File: src/rtl/vid_frame_counter_if.sv
// Tapped AXI4-Stream video handshake: tvalid/tready plus tlast (end of line) and tuser (start of frame).
// The monitor modport observes every signal and drives none of them.
interface vid_frame_counter_if;
    logic tvalid;
    logic tready;
    logic tlast;
    logic tuser;

    modport master  (output tvalid, output tlast, output tuser, input tready);
    modport slave   (input tvalid, input tlast, input tuser, output tready);
    modport monitor (input tvalid, input tready, input tlast, input tuser);
endinterface

File: src/rtl/vid_frame_counter.sv
// Passive stream monitor: beat-aligned frame/line/pixel counters, measured line/frame size and lock status.
// Optional macro VDM_STALL_CNT_EN adds stall_cnt, the number of tvalid-without-tready cycles in the last frame.
module vid_frame_counter #(
    parameter  int MAX_HSIZE = 1920,
    parameter  int MAX_VSIZE = 1080,
    localparam int HW        = $clog2(MAX_HSIZE) + 1,
    localparam int VW        = $clog2(MAX_VSIZE) + 1
) (
    input  logic                  aclk,
    input  logic                  reset,
    vid_frame_counter_if.monitor  s_axis,
    output logic [31:0]           frame_cnt,
    output logic [VW-1:0]         line_cnt,
    output logic [HW-1:0]         pixel_cnt,
    output logic                  locked,
    output logic [HW-1:0]         meas_hsize,
    output logic [VW-1:0]         meas_vsize,
    output logic                  meas_valid
`ifdef VDM_STALL_CNT_EN
    ,
    output logic [31:0]           stall_cnt
`endif
);

    typedef enum logic {
        SEEK   = 1'b0,
        ACTIVE = 1'b1
    } state_t;

    localparam logic [HW-1:0] PIX_ONE  = HW'(1);
    localparam logic [VW-1:0] LINE_ONE = VW'(1);

    state_t         state;
    state_t         state_next;
    logic           active;

    logic [31:0]    frame_r;
    logic [VW-1:0]  line_r;
    logic [HW-1:0]  pix_r;

    logic           beat;
    logic           sof;
    logic           eol;
    logic           upd;
    logic [HW-1:0]  pix_inc;
    logic [VW-1:0]  line_inc;

    assign beat = s_axis.tvalid & s_axis.tready;
    assign sof  = beat & s_axis.tuser;
    assign eol  = beat & s_axis.tlast;

    // A SOF beat is index (0,0) on its own cycle, before the registers catch up.
    assign pixel_cnt = sof ? '0 : pix_r;
    assign line_cnt  = sof ? '0 : line_r;
    assign frame_cnt = frame_r;

    assign pix_inc  = (pixel_cnt == '1) ? pixel_cnt : pixel_cnt + PIX_ONE;
    assign line_inc = (line_cnt  == '1) ? line_cnt  : line_cnt  + LINE_ONE;

    // Counters advance on beats once locked, or on the SOF that acquires lock.
    assign upd = beat & (active | sof);

    always_ff @(posedge aclk or posedge reset) begin
        if (reset) begin
            state <= SEEK;
        end else begin
            state <= state_next;
        end
    end

    always_comb begin
        state_next = state;
        case (state)
            SEEK:    if (sof) state_next = ACTIVE;
            ACTIVE:  state_next = ACTIVE;
            default: state_next = SEEK;
        endcase
    end

    always_comb begin
        active = (state == ACTIVE);
        locked = active;
    end

    always_ff @(posedge aclk or posedge reset) begin
        if (reset) begin
            frame_r    <= '0;
            line_r     <= '0;
            pix_r      <= '0;
            meas_hsize <= '0;
            meas_vsize <= '0;
            meas_valid <= 1'b0;
        end else if (upd) begin
            if (eol) begin
                pix_r      <= '0;
                line_r     <= line_inc;
                meas_hsize <= pix_inc;
            end else begin
                pix_r <= pix_inc;
                if (sof) begin
                    line_r <= '0;
                end
            end
            if (sof) begin
                frame_r <= frame_r + 32'd1;
                // line_r still holds the number of lines completed in the previous frame.
                if (active) begin
                    meas_vsize <= line_r;
                    meas_valid <= 1'b1;
                end
            end
        end
    end

`ifdef VDM_STALL_CNT_EN
    logic [31:0] stall_acc;
    logic        stall;

    assign stall = active & s_axis.tvalid & ~s_axis.tready;

    always_ff @(posedge aclk or posedge reset) begin
        if (reset) begin
            stall_acc <= '0;
            stall_cnt <= '0;
        end else if (sof && active) begin
            stall_cnt <= stall_acc;
            stall_acc <= '0;
        end else if (stall && (stall_acc != '1)) begin
            stall_acc <= stall_acc + 32'd1;
        end
    end
`endif

endmodule

File: src/flat_wrapper.sv
// flat-port wrapper written by rule: the top's interface ports become plain ports
module vid_frame_counter_flat 
#(
    parameter  int MAX_HSIZE = 1920,
    parameter  int MAX_VSIZE = 1080,
    localparam int HW        = $clog2(MAX_HSIZE) + 1,
    localparam int VW        = $clog2(MAX_VSIZE) + 1
)
  (aclk, reset, frame_cnt, line_cnt, pixel_cnt, locked, meas_hsize, meas_vsize, meas_valid, s_axis_tvalid, s_axis_tready, s_axis_tlast, s_axis_tuser);
  vid_frame_counter_if s_axis_i ();
  input  logic aclk;
  input  logic reset;
  output logic [31:0] frame_cnt;
  output logic [VW-1:0] line_cnt;
  output logic [HW-1:0] pixel_cnt;
  output logic locked;
  output logic [HW-1:0] meas_hsize;
  output logic [VW-1:0] meas_vsize;
  output logic meas_valid;
  input wire logic [$bits(s_axis_i.tvalid)-1:0] s_axis_tvalid;
  input wire logic [$bits(s_axis_i.tready)-1:0] s_axis_tready;
  input wire logic [$bits(s_axis_i.tlast)-1:0] s_axis_tlast;
  input wire logic [$bits(s_axis_i.tuser)-1:0] s_axis_tuser;
  assign s_axis_i.tvalid = s_axis_tvalid;
  assign s_axis_i.tready = s_axis_tready;
  assign s_axis_i.tlast = s_axis_tlast;
  assign s_axis_i.tuser = s_axis_tuser;
  vid_frame_counter #(.MAX_HSIZE(MAX_HSIZE), .MAX_VSIZE(MAX_VSIZE)) u_core (.aclk(aclk), .reset(reset), .s_axis(s_axis_i), .frame_cnt(frame_cnt), .line_cnt(line_cnt), .pixel_cnt(pixel_cnt), .locked(locked), .meas_hsize(meas_hsize), .meas_vsize(meas_vsize), .meas_valid(meas_valid));
endmodule
File: config.mk
export PLATFORM = sky130hd
export DESIGN_NAME = vid_frame_counter_flat
export DESIGN_NICKNAME = d
export VERILOG_FILES = /design/src/rtl/vid_frame_counter_if.sv /design/src/rtl/vid_frame_counter.sv /design/src/flat_wrapper.sv
export SDC_FILE = /design/constraint.sdc
export NUM_CORES = 1
export LEC_CHECK = 0
export CAP_MARGIN = 0
export CORE_UTILIZATION = 55
export DETAILED_ROUTE_END_ITERATION = 16
export PLACE_DENSITY = 0.95
export SYNTH_ARGS = -nofsm -noshare
export SYNTH_HDL_FRONTEND = slang
export SYNTH_SLANG_ARGS = --single-unit
File: constraint.sdc
create_clock -name aclk -period 7.9 [get_ports aclk]
set_input_delay 1.58 -clock aclk [delete_from_list [all_inputs] [get_ports aclk]]
set_output_delay 1.58 -clock aclk [all_outputs]
set_load 0.1 [all_outputs]
**After elaboration in Yosys (flattened, before gate mapping)**

Index checks and enable logic that the tools add are counted.

- Muxes and demuxes: 8
- Bitwise gates (word level): 6
- Add/sub/neg operators: 3
- Reduce and logical (&&, ||, !) cells: 3
- Equal/unequal tests: 2

Operator list:

| cell | number |
|---|---|
| $mux 12 | 6 |
| $add 32x1->32 const B | 1 |
| $add 12x1->12 const B | 2 |
| $eq 12x12->1 const B | 2 |
| $and 1x1->1 | 4 |
| $reduce_and 2->1 | 2 |
| $reduce_and 3->1 | 1 |
| $pmux 1 s2 | 1 |
| $mux 1 | 1 |
| $not 1->1 | 1 |
| $or 1x1->1 | 1 |

- Output and inout port bits: 82
- Input bits: 6
- Bits in registers: 82
- Word-level logic and storage cells: 29

**Longest topological paths before layout**

- Word-level depth: 6
- Gate-level depth with buffers: 12
- Mapped depth without buffers: 8

**Least setup slack after synthesis**

Ideal clock, no wire load.

- Kind: input-to-output
- From: in s_axis_tuser
- To: out line_cnt[10]
- Required time: 6.320 ns
- Data arrival time: 3.517 ns
- Path slack: 2.803 ns
- Cell stages on the path: 5
- Buffers on the path: 3
- Cells stage by stage: and3_1 > buf_2 > buf_2 > buf_1 > nor2_1

- Cells in the longest elaborated chain, start to end: 2

RTL lines:

| what | RTL line | RTL |
|---|---|---|
| from (decl) | flat_wrapper.sv:23 | `input wire logic [$bits(s_axis_i.tuser)-1:0] s_axis_tuser;` |
| $and 1x1->1 | vid_frame_counter.sv:49 | `assign sof = beat & s_axis.tuser;` |
| $mux 12 | vid_frame_counter.sv:54 | `assign line_cnt = sof ? '0 : line_r;` |
| to (decl) | flat_wrapper.sv:14 | `output logic [VW-1:0] line_cnt;` |

No other way between the ends.

**Worst setup path after layout**

- From: in s_axis_tuser
- To: out line_cnt[0]

The elaborated chain is that of the path after synthesis.

==> summary.md <==
| Metric | Value |
|---|---|
| Total power | `around 1.2 mW` |
| Critical R2R Capture | `u_core.pix_r[2]` |
| Final period util | `0.765` |
| Synth Area in Compound Gates | `0.0816` |
| IO buf count | `87` |
| Minimum clock period after layout | `~6.0 ns` |
| Post-synth EDFFs | `0` |
| Pwr dens | `233 nW/µm²` |
| Placed Area | `around 5000 µm²` |
| Row Count | `30` |
| First-pass GRT wire length | `16,200 µm` |
| Sw Pwr | `roughly 0.50 mW` |
| Detailed-route DRC error count | `0` |
| Final ANT Viol Nets | `0` |
| Initial DRC Count | `around 260` |
| Slew @ Worst Pin | `1.10 ns` |
| XOR/XNOR Fraction of Synth Area | `0.0952` |
| First drt pass iteration count | `6` |
| Root Buffer Master | `clkbuf_8` |
| Internal power | `0.701 mW` |
| Post-CTS Setup Inserts | `0` |
| Starting density of the core | `0.583` |
| Peak VDD IR | `193 µV` |
| Relative slew slack | `0.267` |
| Hold Crit Class | `reg2reg` |
| Commonest register cell after synthesis | `dfrtp_1` |
| Chip height | `87.8 µm` |
| Crit path cell chain | `clkdlybuf4s50_1 > nand3_1 > and2_1 > clkdlybuf4s50_1` |
| Clk pwr share | `0.255` |
| Comb pwr share | `0.340` |
| Main combinational cell family by area after synthesis | `simple AND/OR/NAND/NOR gates` |
| Hold path depth | `1` |
| Initial antenna violation count | `0` |
| Worst-path clk slew | `0.07 ns` |
| Final Hold Violating Endpoints | `0` |
| Worst path most repeated cell | `clkdlybuf4s50_1` |
| Total GRT Usage | `0.274` |
| Hold EP | `u_core.meas_valid` |
| Clk_lat worst skew | `0.36 ns` |
| Via density per instance | `a little under 6` |
| Distinct cells, synth | `52` |
| Critical Path Max Stage Delay | `0.98 ns` |
| Most frequent cell after synthesis | `dfrtp_1` |
| CP Capture Type | `output port` |
| Core area | `6940 µm²` |
| Post-synthesis adder-cell area fraction | `0.00927` |
| Share of cells above drive strength 1 | `0.0900` |
| Top cell type's share of synthesized area | `0.507` |
| Post-synth top cells | `82 x dfrtp_1, 52 x nand2_1, 32 x nor2_1` |
| # hold bufs at CTS | `0` |
| Routed len/inst | `16.6 µm` |
| # IOs | `88` |
| Avg Inst Size Synth | `about 10 µm²` |
| Die Width | `87.8 µm` |
| Setup violations, final | `0` |
| Wirelength, routed | `9740 µm` |
| Crit Path Class | `in2out` |
| Post-route cell area | `around 5200 µm²` |
| Multi-input combinational cell area | `1900 µm²` |
| LEAKAGE | `between 2 and 2.5 nW` |
| Largest net degree at the start of global routing | `83` |
| GPL Wtd Cong | `0.915` |
| CP max-delay cell | `clkdlybuf4s50_1` |
| Leading post-synthesis cells by cell area | `dfrtp_1 51%, xnor2_1 6.5%, nand2_1 4.8%, mux2_2 3.6%, and2_1 3.1%` |
| Switching part of the total | `0.418` |
| Sequential cell area | `2050 µm²` |
| CTS resizes | `0` |
| CP Launch Type | `input port` |
| Vias in the first global route | `3,265` |
| Place WS | `1.91 ns` |
| Fmax | `between 0.15 and 0.2 GHz` |
| Vias | `3,480` |
| Total negative slack | `0 ns` |
| Reg2reg path depth | `7` |
| Final setup skew | `0.0106 ns` |
| Final HPWL DP | `6740 µm` |
| Clock sink count | `82` |
| RSZ-0062 raised after global routing | `no` |
| Max FO, Critical Path | `30` |
| H-Tree Depth | `3` |
| Simple-Gate Fraction of Synth Area | `0.240` |
| Post-synthesis mux area share | `0.0411` |
| Sequential power share | `0.405` |
| Max clock buf depth | `2` |
| Status | `complete, no violations` |
| Fill count | `476` |
| Pins Over Slew Limit | `0` |
| Die ar. | `7710 µm²` |
| Grt ovf | `0` |
| Yosys reg bits | `82` |
| # diodes | `0` |
| Synthesized area | `4050 µm²` |
| HP Start | `u_core.meas_valid` |
| Syn nets | `411` |
| Async S/R FF share, synth | `1.00` |
| Critical path data arrival time | `roughly 4.5 ns` |
| Register area share after synthesis | `0.507` |
| CTS tree | `done` |
| Max-cap viol count | `0` |
| Final #Nets | `493` |
| Final WS setup | `around 1.9 ns` |
| Worst R2R Start | `u_core.pix_r[0]` |
| Post-synthesis cell count | `402` |
| Worst Path Required | `about 6.3 ns` |
| Warnings, synthesis | `0` |
| Dominant cell type by area after synthesis | `dfrtp_1` |
| Reg2Reg Setup Slack | `between 5 and 6 ns` |
| CTS Buf Count | `9` |
| P&R area growth vs syn | `27.9%` |
[cells by family after synthesis]
group | Yosys count
XOR/XNOR | 44
AO/OA/AOI/OAI | 52
AND/OR/NAND/NOR | 181
multiplexers | 15
buffers and inverters | 25
flip-flops | 82
adder cells (fa/ha/maj) | 3
[cell type report]
type	instances	share of cell area
Multi-Input combinational cell	295	0.366
Tap cell	96	0.0232
Inverter	7	0.00532
Timing Repair Buffer	89	0.171
Sequential cell	82	0.396
Clock inverter	4	0.00991
Clock buffer	12	0.0280
[power by group through the flow]
stage,logic [mW],clock network (mW),registers [mW]
after CTS,0.411,0.309,0.488
after floorplan,0.148,0,0.659
final,0.410,0.307,0.488
after detailed placement,0.411,0,0.496
after global placement,0.404,0,0.492
after global routing,0.426,0.325,0.493
[stage by stage]
stage,utilization,hold WS [ns],instances
after floorplan,-,0.490,402
after global routing,0.746,0.495,585
after CTS,0.746,0.487,585
after detailed placement,0.717,0.461,569
after global placement,0.717,0.451,569
final,0.746,0.479,585
[worst max-delay path, delay by kind of cell]
| family | cells | cell delay, ns |
|---|---|---|
| buf+inv | 2 | 1.58 |
| simple gates | 2 | 1.30 |
[layer usage]
metal | global-route usage | part of all wire | up-vias
li1 | - | - | 1562
met1 | 0.366 | 0.41 | 1685
met2 | 0.439 | 0.48 | 195
met3 | 0.0443 | 0.086 | 38
met4 | 0.130 | 0.029 | 0
met5 | 0 | 0 | -
[registers in the layout (all words and copies together) (netlist names)]
register           count
u_core.locked          1
u_core.meas_hsize     12
u_core.line_r         12
u_core.meas_valid      1
u_core.pix_r          12
u_core.frame_cnt      32
u_core.meas_vsize     12
[how the worst max path moves through the flow]
stage / slack (ns) / to / startpoint
2_1_floorplan: 2.80 / line_cnt[10] / s_axis_tuser
3_3_place_gp: 1.92 / line_cnt[4] / s_axis_tuser
3_5_place_dp: 1.91 / line_cnt[0] / s_axis_tuser
4_1_cts: 1.90 / line_cnt[0] / s_axis_tuser
5_1_grt: 1.74 / line_cnt[0] / s_axis_tuser
6_report: 1.86 / line_cnt[0] / s_axis_tuser
[cells in the final DEF (no fill, tap or decap), types with 2 or more instances in the layout]
master / n
buf_4: 2
clkdlybuf4s50_1: 87
and2_1: 20
clkinv_2: 2
or2_2: 2
clkbuf_8: 10
nand3_1: 15
clkbuf_1: 2
a21oi_1: 8
a22o_1: 4
a31oi_1: 3
ha_1: 3
xor2_1: 14
nor2_1: 32
nor3_1: 7
nand4_1: 15
nor4_1: 2
mux2i_1: 2
and3_1: 12
nand2_1: 52
nand2b_1: 5
o21ai_0: 20
and4_1: 4
xnor2_1: 30
inv_1: 6
o31ai_1: 7
mux2_2: 13
dfrtp_1: 82
Power figures use the tool's default switching activity.
